$ cat src/rtl/hazard_control_unit.sv
// Stall/flush control for the 5-stage RV32 pipeline: load-use, ID-resolved branch/jalr
// operand and cache-miss hazards, plus saturating stall/flush performance counters.
module hazard_control_unit #(
  parameter int unsigned CNT_W = 32
) (
  input  logic             clk,
  input  logic             rst,
  input  logic [4:0]       ID_rs1,
  input  logic [4:0]       ID_rs2,
  input  logic             ID_use_rs1,
  input  logic             ID_use_rs2,
  input  logic             ID_branch,
  input  logic             ID_jal,
  input  logic             ID_jalr,
  input  logic             branch_taken,
  input  logic [4:0]       ID_EX_rd,
  input  logic             ID_EX_regwrite,
  input  logic             ID_EX_memread,
  input  logic [4:0]       EX_MEM_rd,
  input  logic             EX_MEM_memread,
  input  logic             ICACHE_stall,
  input  logic             DCACHE_stall,
  output logic             PC_write,
  output logic             IF_ID_write,
  output logic             IF_ID_flush,
  output logic             ID_EX_write,
  output logic             ID_EX_bubble,
  output logic             EX_MEM_write,
  output logic             MEM_WB_write,
  output logic [CNT_W-1:0] stall_cycles,
  output logic [CNT_W-1:0] flush_count
);

  typedef enum logic {RUN, HOLD} state_t;

  state_t             state_q, state_d;
  logic               stall_cnt_q, stall_cnt_d;
  logic [CNT_W-1:0]   stall_cycles_q, stall_cycles_d;
  logic [CNT_W-1:0]   flush_count_q, flush_count_d;

  logic       ctrl_use;
  logic       match_e, match_m;
  logic [1:0] need;
  logic       cache_stall;
  logic       flush_req;

  // Operand matches; jalr only ever reads rs1 so rs2 is masked off for it.
  always_comb begin
    ctrl_use = ID_branch | ID_jalr;
    match_e  = ((ID_EX_rd == ID_rs1) && ID_use_rs1 && (ID_EX_rd != 5'd0)) ||
               ((ID_EX_rd == ID_rs2) && ID_use_rs2 && !ID_jalr && (ID_EX_rd != 5'd0));
    match_m  = ((EX_MEM_rd == ID_rs1) && ID_use_rs1 && (EX_MEM_rd != 5'd0)) ||
               ((EX_MEM_rd == ID_rs2) && ID_use_rs2 && !ID_jalr && (EX_MEM_rd != 5'd0));
    need = 2'd0;
    if (ctrl_use && ID_EX_memread && match_e) begin
      need = 2'd2;
    end else if ((!ctrl_use && ID_EX_memread && match_e) ||
                 (ctrl_use && ID_EX_regwrite && !ID_EX_memread && match_e) ||
                 (ctrl_use && EX_MEM_memread && match_m)) begin
      need = 2'd1;
    end
    cache_stall = ICACHE_stall | DCACHE_stall;
    flush_req   = (ID_branch && branch_taken) || ID_jal || ID_jalr;
  end

  // Next-state, counters and pipeline enables; priority is reset > cache > data > flush.
  always_comb begin
    state_d        = state_q;
    stall_cnt_d    = stall_cnt_q;
    stall_cycles_d = stall_cycles_q;
    flush_count_d  = flush_count_q;
    PC_write       = 1'b0;
    IF_ID_write    = 1'b0;
    IF_ID_flush    = 1'b0;
    ID_EX_write    = 1'b0;
    ID_EX_bubble   = 1'b0;
    EX_MEM_write   = 1'b0;
    MEM_WB_write   = 1'b0;

    if (rst) begin
      state_d        = RUN;
      stall_cnt_d    = 1'b0;
      stall_cycles_d = '0;
      flush_count_d  = '0;
    end else if (cache_stall) begin
      if (stall_cycles_q != '1) stall_cycles_d = stall_cycles_q + CNT_W'(1);
    end else if (((state_q == HOLD) && stall_cnt_q) || ((state_q == RUN) && (need != 2'd0))) begin
      ID_EX_write  = 1'b1;
      ID_EX_bubble = 1'b1;
      EX_MEM_write = 1'b1;
      MEM_WB_write = 1'b1;
      if (stall_cycles_q != '1) stall_cycles_d = stall_cycles_q + CNT_W'(1);
      if (state_q == HOLD) begin
        state_d     = RUN;
        stall_cnt_d = 1'b0;
      end else if (need == 2'd2) begin
        state_d     = HOLD;
        stall_cnt_d = 1'b1;
      end
    end else begin
      PC_write     = 1'b1;
      IF_ID_write  = 1'b1;
      ID_EX_write  = 1'b1;
      EX_MEM_write = 1'b1;
      MEM_WB_write = 1'b1;
      state_d      = RUN;
      stall_cnt_d  = 1'b0;
      if (flush_req) begin
        IF_ID_flush = 1'b1;
        if (flush_count_q != '1) flush_count_d = flush_count_q + CNT_W'(1);
      end
    end
  end

  always_ff @(posedge clk) begin
    state_q        <= state_d;
    stall_cnt_q    <= stall_cnt_d;
    stall_cycles_q <= stall_cycles_d;
    flush_count_q  <= flush_count_d;
  end

  assign stall_cycles = stall_cycles_q;
  assign flush_count  = flush_count_q;

endmodule

$ cat config.mk
export PLATFORM = sky130hd
export DESIGN_NAME = hazard_control_unit
export DESIGN_NICKNAME = d
export VERILOG_FILES = /design/src/rtl/hazard_control_unit.sv
export SDC_FILE = /design/constraint.sdc
export NUM_CORES = 1
export LEC_CHECK = 0
export BUFFER_PORTS_ARGS = -buffer_cell sky130_fd_sc_hd__buf_2
export CAP_MARGIN = 20
export CORE_AREA = 2 2 86 105
export DETAILED_ROUTE_END_ITERATION = 10
export DIE_AREA = 0 0 88 107
export PLACE_DENSITY = 0.72
export SLEW_MARGIN = 20
export SYNTH_ARGS = -nofsm -noshare
export SYNTH_HDL_FRONTEND = slang
export SYNTH_SLANG_ARGS = --single-unit
$ cat constraint.sdc
create_clock -name clk -period 2.8 [get_ports clk]
set_input_delay 0.56 -clock clk [delete_from_list [all_inputs] [get_ports clk]]
set_output_delay 0.56 -clock clk [all_outputs]
set_load 0.01 [all_outputs]
Word level (Yosys, flattened, before mapping)
Index checks and enable logic that the tools add are counted.

storage, ports and cells
  register bits = 66
  input port bits = 33
  output and inout port bits = 71
  word-level logic and storage cells = 80

cells by class
  $add $sub $neg = 2
  eq/ne operators = 8
  multiplexer cells = 23
  bitwise operators = 5
  reduce and logical (&&, ||, !) cells = 38

operators with widths
  cell                                                    number
  2-to-1 mux 32 bit                                       3
  adder 32 x 1 -> 32 bit (second input constant)          2
  inequality test 32 bit (second input constant)          2
  logical AND 1 bit                                       22
  equality test 5 bit                                     4
  2-to-1 mux 1 bit                                        19
  nonzero test 5 bit                                      2
  logical OR 1 bit                                        7
  AND reduction 4 bit                                     1
  nonzero test 2 bit                                      2
  zero test 1 bit                                         3
  inequality test 3 x 2 -> 1 bit (second input constant)  1
  NOT 1 bit                                               3
  equality test 2 bit (second input constant)             1
  2-to-1 mux 2 bit                                        1
  bitwise OR 1 bit                                        2
  AND reduction 2 bit                                     1

Logic depth before layout (Yosys ltp)
Gate-level depths: netlist (run 1).

  depth after elaboration = 16
  gate-level depth with buffers = 10
  depth with buffers taken out = 8

Least setup slack after synthesis (run 1)
No wires, ideal clock.

  kind = input-to-output
  from = in EX_MEM_rd[1]
  to = out PC_write
  data arrival time = 2.260 ns
  required time = 2.240 ns
  setup slack = -0.020 ns
  cell stages on the path = 7
  path buffers = 2
  path through = or4_1 -> nor2_1 -> o41ai_4 -> buf_2 -> or2_2 -> nor2_1 -> buf_4

between the ends
  word-level cells in the longest chain between the ends = 15
  elaborated cells on any way between the ends = 19
  those cells by class = eq/ne: 2; mux: 5; reduce/logical: 12

RTL lines
  element                          RTL line  RTL
  start, declared                  19        input logic [4:0] EX_MEM_rd,
  equality test 5 bit              53        ((EX_MEM_rd == ID_rs2) && ID_use_rs2 && !ID_jalr && (EX_MEM_rd != 5'd0));
  logical AND 1 bit (3 in a row)   53
  logical OR 1 bit *               52        match_m = ((EX_MEM_rd == ID_rs1) && ID_use_rs1 && (EX_MEM_rd != 5'd0)) ||
  logical AND 1 bit *              59        (ctrl_use && EX_MEM_memread && match_m)) begin
  logical OR 1 bit *               58        (ctrl_use && ID_EX_regwrite && !ID_EX_memread && match_e) ||
  2-to-1 mux 1 bit *               57        end else if ((!ctrl_use && ID_EX_memread && match_e) ||
  2-to-1 mux 2 bit *               55        if (ctrl_use && ID_EX_memread && match_e) begin
  nonzero test 2 bit *             87        end else if (((state_q == HOLD) && stall_cnt_q) || ((state_q == RUN) && (need != 2'd0))) begin
  logical AND 1 bit *              87
  logical OR 1 bit *               87
  2-to-1 mux 1 bit * (3 in a row)  --
  end, declared                    23        output logic PC_write,

Every way passes the cells marked *; elsewhere a longest branch is shown, timed or not.

Worst setup path after layout (run 1)
  from = in EX_MEM_rd[1]
  to = out IF_ID_flush

between the ends
  word-level cells in the longest chain between the ends = 15
  elaborated cells on any way between the ends = 19
  those cells by class = eq/ne: 2; mux: 5; reduce/logical: 12

RTL lines
  element                         RTL line  RTL
  equality test 5 bit             53
  logical AND 1 bit (3 in a row)  53
  logical OR 1 bit *              52
  logical AND 1 bit *             59
  logical OR 1 bit *              58
  2-to-1 mux 1 bit *              57
  2-to-1 mux 2 bit *              55
  nonzero test 2 bit *            87
  logical AND 1 bit *             87
  logical OR 1 bit *              87
  2-to-1 mux 1 bit *              87
  2-to-1 mux 1 bit *              85        end else if (cache_stall) begin
  2-to-1 mux 1 bit *              80        if (rst) begin
  end, declared                   25        output logic IF_ID_flush,

Marks and branches as above.

==> impl_metrics.json, run 1 <==
{
  "status": "finished clean",
  "clk_pin_slew_ns": 0.07,
  "initialDrtViolationCount": 168,
  "cts.sink_count": 66,
  "tightest_slew_ns": 0.843,
  "max-cap-violations": 0,
  "wl_per_cell_um": 14.0,
  "grt_pass1_vias": 3543,
  "hold_viol": 0,
  "worst-setup-path-type": "in -> out",
  "combPwrFrac": 0.086,
  "power_leakage_uw": 0.00185,
  "yosys_warnings": 0,
  "rows": 37,
  "postSynth.asyncResetShare": 0,
  "syn_to_final_growth_pct": 28.0,
  "final.setup.tns_ns": 0,
  "vias": 3967,
  "syn_nets": 501,
  "powerDensity_nw_per_um2": 401,
  "clockPowerShare": 0.413,
  "fin_cells": 705,
  "ys_seq_area_frac": 0.356,
  "cp.required_ns": 2.24,
  "report.final.slew_viol_count": 0,
  "rsz0062_at_grt": "false",
  "worst_ir_drop_vdd_uv": 247,
  "clockBufferDepth": 2,
  "fillCellCount": 810,
  "grt_overflow": 0,
  "antenna_found_initial": 0,
  "post-route-period-util": 0.966,
  "die_w_um": 88,
  "hpwl_um": 7260,
  "start_util": 0.443,
  "layout-drive-gt1-share": 0.296,
  "diodes": 0,
  "cp-end-kind": "output port",
  "globalplace.congestion": 0.944,
  "fin_skew_ns": 0.00714,
  "synth_top_area_frac": 0.356,
  "numCtsBuffers": 9,
  "die_h_um": 107,
  "hold_class": "reg -> reg",
  "ctsHoldBuffers": 0,
  "crit_fanout": 4,
  "max_freq_mhz": 370,
  "routed_wl_um": 9870,
  "multiInputGateArea_um2": 2300,
  "nets": 619,
  "clock_latency_ns": 0.34,
  "synth_top_area_cell": "dfxtp_1",
  "drt_pass1_iterations": 4,
  "cts-root-buf": "clkbuf_8",
  "power_uw": 1910,
  "grtUsageTotal": 0.210,
  "drc_errors": 0,
  "syn_area_um2": 3710,
  "switching_power_uw": 461,
  "grt_max_degree": 83,
  "fp.coreArea_um2": 8380,
  "ios": 104,
  "switching_share": 0.242,
  "grt_first_pass_wirelength_um": 16000,
  "portBuffers": 103,
  "start_kind": "input port",
  "numPlacedInstances": 690,
  "cts-htree-levels": 3,
  "synth_cells": 466,
  "ant_nets": 0,
  "syn_area_per_cell_um2": 7.96,
  "ys_seq_elements": 66,
  "vias_per_cell": 5.63,
  "cts_tree": "done",
  "synth_flop_cell": "dfxtp_1",
  "synthTopCellsByArea": "dfxtp_1, a21oi_1, nor2_1",
  "max_slew_margin": 0.438,
  "p_seq_frac": 0.501,
  "setup_viol": 0,
  "r2r_setup_slack_ns": 0.25,
  "die_area_um2": 9420,
  "period_needed_ns": 2.70,
  "synth_edf_count": 0,
  "internal-power_uw": 1450,
  "synth.distinct_cells": 43,
  "worst_ep_arrival_time_ns": 2.14,
  "seqCellArea_um2": 1320
}
## through the flow
step	area (um2)	worst slack [ns]	utilization	hold slack (ns)
global route	4750	0.0208	0.567	0.542
floorplan	3710	0.0203	-	0.460
finish	4750	0.0960	0.567	0.500
global placement	4520	-0.191	0.540	0.474
CTS	4720	0.0250	0.563	0.509
detailed placement	4520	-0.268	0.540	0.495
## flip-flops by register name, summed over array words and instances (netlist names)
register,cells
stall_cnt_q,1
flush_count,32
state_q,1
stall_cycles,32
## cells in the mapped netlist (all sizes together), types with 2 or more instances
library cell,count
dfxtp,66
nor2,47
a21oi,39
nand2,31
nand4,28
o21ai,27
or3,24
nand3,20
xnor2,20
clkbuf,15
or4,15
o31ai,14
nor3,13
mux2,12
nor2b,12
nor4,12
xor2,12
inv,10
buf,9
and3,5
and4,4
nand2b,4
a31o,3
and2,3
nor4b,3
or2,3
ha,2
mux2i,2
o41ai,2
## power groups by stage
stage	clock [uW]	sequential [uW]	combinational, uW
floorplan	0	977	84.4
global placement	0	976	152
detailed placement	0	976	157
CTS	799	955	158
global route	849	955	179
finish	787	955	165
## layout make-up
| class | instances | share of cell area |
|---|---|---|
| Timing Repair Buffer | 131 | 0.161 |
| Multi-Input combinational cell | 366 | 0.483 |
| Clock buffer | 12 | 0.0306 |
| Tap cell | 117 | 0.0308 |
| Clock inverter | 3 | 0.00843 |
| Inverter | 10 | 0.00790 |
| Sequential cell | 66 | 0.278 |
## worst paths after layout
check                                from                            end  depth (start not counted)
max                          EX_MEM_rd[1]                    IF_ID_flush                          7
min          stall_cycles[5]$_SDFFE_PP0P_   stall_cycles[5]$_SDFFE_PP0P_                          2
max reg2reg  stall_cycles[7]$_SDFFE_PP0P_  stall_cycles[30]$_SDFFE_PP0P_                          7
min reg2reg  stall_cycles[5]$_SDFFE_PP0P_   stall_cycles[5]$_SDFFE_PP0P_                          2
## repair_timing
action                                  in CTS  in global routing
setup buffers                                0                  0
endpoints found under the setup margin       1                  2
gates resized for setup                      2                  5
pin swaps                                    0                  3
## layout by cell type, fill, tap and decap left out, types with 3 or more instances in the layout
master and count:
mux2_2 12, o31ai_1 11, clkbuf_8 10, dfxtp_1 66
o21ai_0 27, nand2b_1 4, nor4b_1 3, and4_1 4
a21oi_1 39, nand4_1 28, inv_1 10, buf_4 25
xor2_1 12, nor4_1 10, nor2b_1 12, and3_1 4
xnor2_1 20, nor3_1 11, or4_1 15, nand2_1 31
buf_12 3, nand3_1 20, a31o_2 3, nor2_1 45
buf_2 103, and2_1 3, or3_1 24
## layer usage
layer,routed length [um],up-vias,track usage
met3,464,16,0.0346
met5,0,-,0
met4,194,0,0.0890
li1,-,1962,-
met1,4200,1892,0.259
met2,5010,97,0.355
## logic make-up (layout without fill, tap and decap cells)
kind of cell / after synthesis / after routing / synth area share
mux: 14 / 14 / 0.0418
buf+inv: 34 / 156 / 0.0391
compound gates: 92 / 92 / 0.150
simple gates: 226 / 226 / 0.331
xor+xnor: 32 / 32 / 0.0755
fa+ha+maj: 2 / 2 / 0.00674
flops: 66 / 66 / 0.356
## worst max-delay path, stage by stage
cell and delay, ns:
buf_2 0.10, or4_1 0.54, nor2_2 0.18, o41ai_4 0.11, or2_4 0.29, nor3_2 0.20
buf_2 0.16
No activity file was read; power rests on OpenSTA's default activity.
==> inputs of run 2 (changes only) <==
--- a/config.mk
+++ b/config.mk
@@ -10,7 +10,8 @@
 export CORE_AREA = 2 2 86 105
 export DETAILED_ROUTE_END_ITERATION = 10
 export DIE_AREA = 0 0 88 107
-export PLACE_DENSITY = 0.72
+export PLACE_DENSITY = 0.81
+export RECOVER_POWER = 25
 export SLEW_MARGIN = 20
 export SYNTH_ARGS = -nofsm -noshare
 export SYNTH_HDL_FRONTEND = slang
==> impl_metrics.json, run 2 (synthesis gave the netlist of run 1 again) <==
{
  "crit_fanout": 4,
  "clock_latency_ns": 0.34,
  "vias_per_cell": 5.55,
  "hpwl_um": 7320,
  "cts-root-buf": "clkbuf_8",
  "cp-end-kind": "output port",
  "fin_area_um2": 4760,
  "clockBufferDepth": 2,
  "initialDrtViolationCount": 154,
  "rows": 37,
  "grtUsageTotal": 0.214,
  "diodes": 0,
  "cts_tree": "done",
  "hold_viol": 0,
  "ios": 104,
  "reg2regPathDepth": 7,
  "cts-htree-levels": 3,
  "hold_path_depth": 2,
  "final_cell_mix": "dfxtp_1, buf_2, nor2_1, a21oi_1, clkbuf_1",
  "grt_first_pass_wirelength_um": 16400,
  "numCtsBuffers": 9,
  "drt_pass1_iterations": 4,
  "postLayoutCoreUtil": 0.568,
  "die_w_um": 88,
  "place_area_um2": 4530,
  "worst_ir_drop_vdd_uv": 289,
  "max-cap-violations": 0,
  "period_needed_ns": 2.74,
  "layout-drive-gt1-share": 0.248,
  "portBuffers": 103,
  "vias": 3938,
  "powerDensity_nw_per_um2": 401,
  "die_area_um2": 9420,
  "clk_pin_slew_ns": 0.07,
  "ant_nets": 0,
  "grt_overflow": 0,
  "wl_per_cell_um": 14.0,
  "tightest_slew_ns": 0.806,
  "report.final.slew_viol_count": 0,
  "drc_errors": 0,
  "worst_ep_arrival_time_ns": 2.18,
  "antenna_found_initial": 0,
  "power_leakage_uw": 0.00173,
  "syn_to_final_growth_pct": 28.4,
  "nets": 623,
  "post-route-period-util": 0.979,
  "power_uw": 1910,
  "grt_pass1_vias": 3595,
  "globalplace.congestion": 0.949,
  "routed_wl_um": 9930,
  "worst-setup-path-type": "in -> out",
  "grt_max_degree": 83,
  "start_kind": "input port",
  "cts.sink_count": 66,
  "fp.coreArea_um2": 8380,
  "max_freq_mhz": 365,
  "setup_viol": 0,
  "cp.required_ns": 2.24,
  "fin_skew_ns": 0.00371,
  "die_h_um": 107,
  "status": "finished clean",
  "max_slew_margin": 0.463,
  "start_util": 0.443,
  "hold_class": "reg -> reg"
}
-- run 2: final cells by class --
| class | count | area, um2 |
|---|---|---|
| clock buffers | 12 | 145 |
| clock inverters | 3 | 40.0 |
| fillers | 781 | 3620 |
| inverters | 10 | 37.5 |
| multi-input cells | 366 | 2320 |
| flip-flops and latches | 66 | 1320 |
| well taps | 117 | 146 |
| repair buffers | 135 | 753 |
-- run 2: stage by stage --
| stage | TNS, ns | setup slack (ns) | cells | hold slack (ns) |
|---|---|---|---|---|
| after CTS | 0 | 0.0213 | 709 | 0.499 |
| after global routing | -0.00288 | -0.00288 | 709 | 0.531 |
| after detailed placement | -3.47 | -0.216 | 692 | 0.486 |
| final | 0 | 0.0593 | 709 | 0.501 |
| after floorplan | 0 | 0.0203 | 466 | 0.460 |
| after global placement | -1.43 | -0.131 | 692 | 0.481 |
-- run 2: worst max-delay path: stages --
cell     delay [ns]
buf_2          0.10
buf_4          0.13
xor2_1         0.13
nor4_1         0.31
a32oi_2        0.14
o41ai_4        0.26
buf_4          0.17
or2_4          0.13
and2_4         0.14
buf_6          0.09
-- run 2: worst paths after layout --
| kind | startpoint | endpoint | slack (ns) |
|---|---|---|---|
| max reg2reg | stall_cycles[7]$_SDFFE_PP0P_ | stall_cycles[30]$_SDFFE_PP0P_ | 0.37 |
| min reg2reg | stall_cycles[5]$_SDFFE_PP0P_ | stall_cycles[5]$_SDFFE_PP0P_ | 0.50 |
| min | stall_cycles[5]$_SDFFE_PP0P_ | stall_cycles[5]$_SDFFE_PP0P_ | 0.50 |
| max | EX_MEM_rd[1] | ID_EX_bubble | 0.06 |
-- run 2: what timing repair did --
action | CTS | global route
pin swaps | 2 | 3
setup buffers | 2 | 0
setup endpoints to repair | 4 | 6
gates resized for setup | 5 | 12
hold buffers | 0 | 0
endpoints found under the hold margin | 0 | 0
cloned | 0 | 0
-- run 2: routing by layer --
| metal | track usage | wire length [um] |
|---|---|---|
| met1 | 0.267 | 4230 |
| met2 | 0.360 | 5040 |
| met3 | 0.0362 | 435 |
| met4 | 0.0890 | 221 |
| met5 | 0 | 0 |
-- run 2: report_power, final --
| part | total [uW] | switching [uW] | internal (uW) | leakage [uW] |
|---|---|---|---|---|
| clock network | 783 | 354 | 429 | 0.0000962 |
| logic | 169 | 93.8 | 75.5 | 0.00111 |
| registers | 955 | 10.1 | 945 | 0.000532 |
==> inputs of run 3 (changes only) <==
--- a/config.mk
+++ b/config.mk
@@ -10,7 +10,7 @@
 export CORE_AREA = 2 2 86 105
 export DETAILED_ROUTE_END_ITERATION = 10
 export DIE_AREA = 0 0 88 107
-export PLACE_DENSITY = 0.81
+export PLACE_DENSITY = 0.71
 export RECOVER_POWER = 25
 export SLEW_MARGIN = 20
 export SYNTH_ARGS = -nofsm -noshare
==> impl_metrics.json, run 3 (synthesis gave the netlist of run 1 again) <==
{
  "cp-end-kind": "output port",
  "multiInputGateArea_um2": 2290,
  "start_util": 0.443,
  "final.setup.tns_ns": 0,
  "hold_viol": 0,
  "internal-power_uw": 1430,
  "tightest_slew_ns": 0.808,
  "vias_per_cell": 5.48,
  "ios": 104,
  "die_area_um2": 9420,
  "numCtsBuffers": 9,
  "grt_overflow": 0,
  "status": "finished clean",
  "die_w_um": 88,
  "syn_to_final_growth_pct": 27.7,
  "hpwl_um": 7130,
  "diodes": 0,
  "rows": 37,
  "fillCellCount": 806,
  "seqCellArea_um2": 1320,
  "rsz0062_at_grt": "true",
  "layout_commonest_cell": "buf_2",
  "fp.coreArea_um2": 8380,
  "antenna_found_initial": 0,
  "clk_pin_slew_ns": 0.08,
  "nets": 625,
  "post-route-period-util": 0.976,
  "worst_ep_arrival_time_ns": 2.17,
  "ant_nets": 0,
  "switching_share": 0.251,
  "cp.required_ns": 2.24,
  "p_seq_frac": 0.500,
  "hold_ws_ns": 0.498,
  "drt_pass1_iterations": 4,
  "cts-htree-levels": 3,
  "max-cap-violations": 0,
  "routed_wl_um": 9670,
  "fin_ws_ns": 0.0678,
  "layout-drive-gt1-share": 0.245,
  "cts.sink_count": 66,
  "wl_per_cell_um": 13.6,
  "cts_tree": "done",
  "worst-setup-path-type": "in -> out",
  "grt_first_pass_wirelength_um": 16200,
  "clock_latency_ns": 0.34,
  "switching_power_uw": 480,
  "clockPowerShare": 0.413,
  "grt_max_degree": 83,
  "vias": 3900,
  "powerDensity_nw_per_um2": 403,
  "dp_slack_ns": -0.205,
  "period_needed_ns": 2.73,
  "combPwrFrac": 0.088,
  "max_slew_margin": 0.461,
  "clockBufferDepth": 2,
  "start_kind": "input port",
  "portBuffers": 103,
  "power_leakage_uw": 0.00172,
  "worst_ir_drop_vdd_uv": 290,
  "grtUsageTotal": 0.210,
  "max_freq_mhz": 366,
  "globalplace.congestion": 0.887,
  "crit_fanout": 4,
  "grt_pass1_vias": 3632,
  "die_h_um": 107,
  "report.final.slew_viol_count": 0,
  "setup_viol": 0,
  "final_cell_mix": "buf_2, dfxtp_1, nor2_1, a21oi_1, clkbuf_1",
  "fin_skew_ns": 0.00756,
  "hold_class": "reg -> reg",
  "power_uw": 1910,
  "cts-root-buf": "clkbuf_8",
  "initialDrtViolationCount": 183,
  "drc_errors": 0
}
[run 3: layout make-up]
cell class,count,share of cell area
well taps,117,0.0309
clock inverters,5,0.0116
clock buffers,11,0.0277
repair buffers,137,0.159
multi-input cells,366,0.484
inverters,10,0.00793
flip-flops and latches,66,0.279
[run 3: critical path: stages]
cell	delay, ns
buf_2	0.11
xor2_1	0.17
nor4_2	0.28
a32oi_1	0.19
o41ai_4	0.40
or2_4	0.22
and2_1	0.12
buf_2	0.12
[run 3: through the flow]
stage	instances	area (um2)	utilization
2_1_floorplan	466	3710	-
3_3_place_gp	695	4540	0.541
3_5_place_dp	695	4540	0.541
4_1_cts	711	4730	0.565
5_1_grt	712	4740	0.565
6_report	712	4740	0.565
[run 3: repair_timing]
| action | in CTS | in global routing |
|---|---|---|
| endpoints found under the setup margin | 4 | 4 |
| setup buffers | 0 | 1 |
| resized for setup | 2 | 9 |
| pin swaps | 2 | 5 |
| hold buffers | 0 | 0 |
[run 3: path summary, 6_finish.rpt]
path | startpoint | endpoint | slack (ns) | cells past startpoint
max | ID_rs1[3] | ID_EX_bubble | 0.07 | 8
min | stall_cycles[5]$_SDFFE_PP0P_ | stall_cycles[5]$_SDFFE_PP0P_ | 0.50 | 2
max reg2reg | stall_cycles[8]$_SDFFE_PP0P_ | stall_cycles[30]$_SDFFE_PP0P_ | 0.31 | 7
min reg2reg | stall_cycles[5]$_SDFFE_PP0P_ | stall_cycles[5]$_SDFFE_PP0P_ | 0.50 | 2
[run 3: power groups by stage]
stage          sequential (uW)  clock, uW  combinational, uW
2_1_floorplan              977          0               84.4
3_3_place_gp               976          0                157
3_5_place_dp               976          0                161
4_1_cts                    954        803                162
5_1_grt                    955        839                185
6_report                   955        788                167
[run 3: per-layer routing]
| layer | GRT usage | wire length, um | vias to the layer above | share of wire |
|---|---|---|---|---|
| li1 | - | - | 1966 | - |
| met1 | 0.259 | 4230 | 1821 | 0.44 |
| met2 | 0.359 | 4820 | 96 | 0.50 |
| met3 | 0.0362 | 446 | 17 | 0.046 |
| met4 | 0.0835 | 169 | 0 | 0.017 |
| met5 | 0 | 0 | - | 0 |
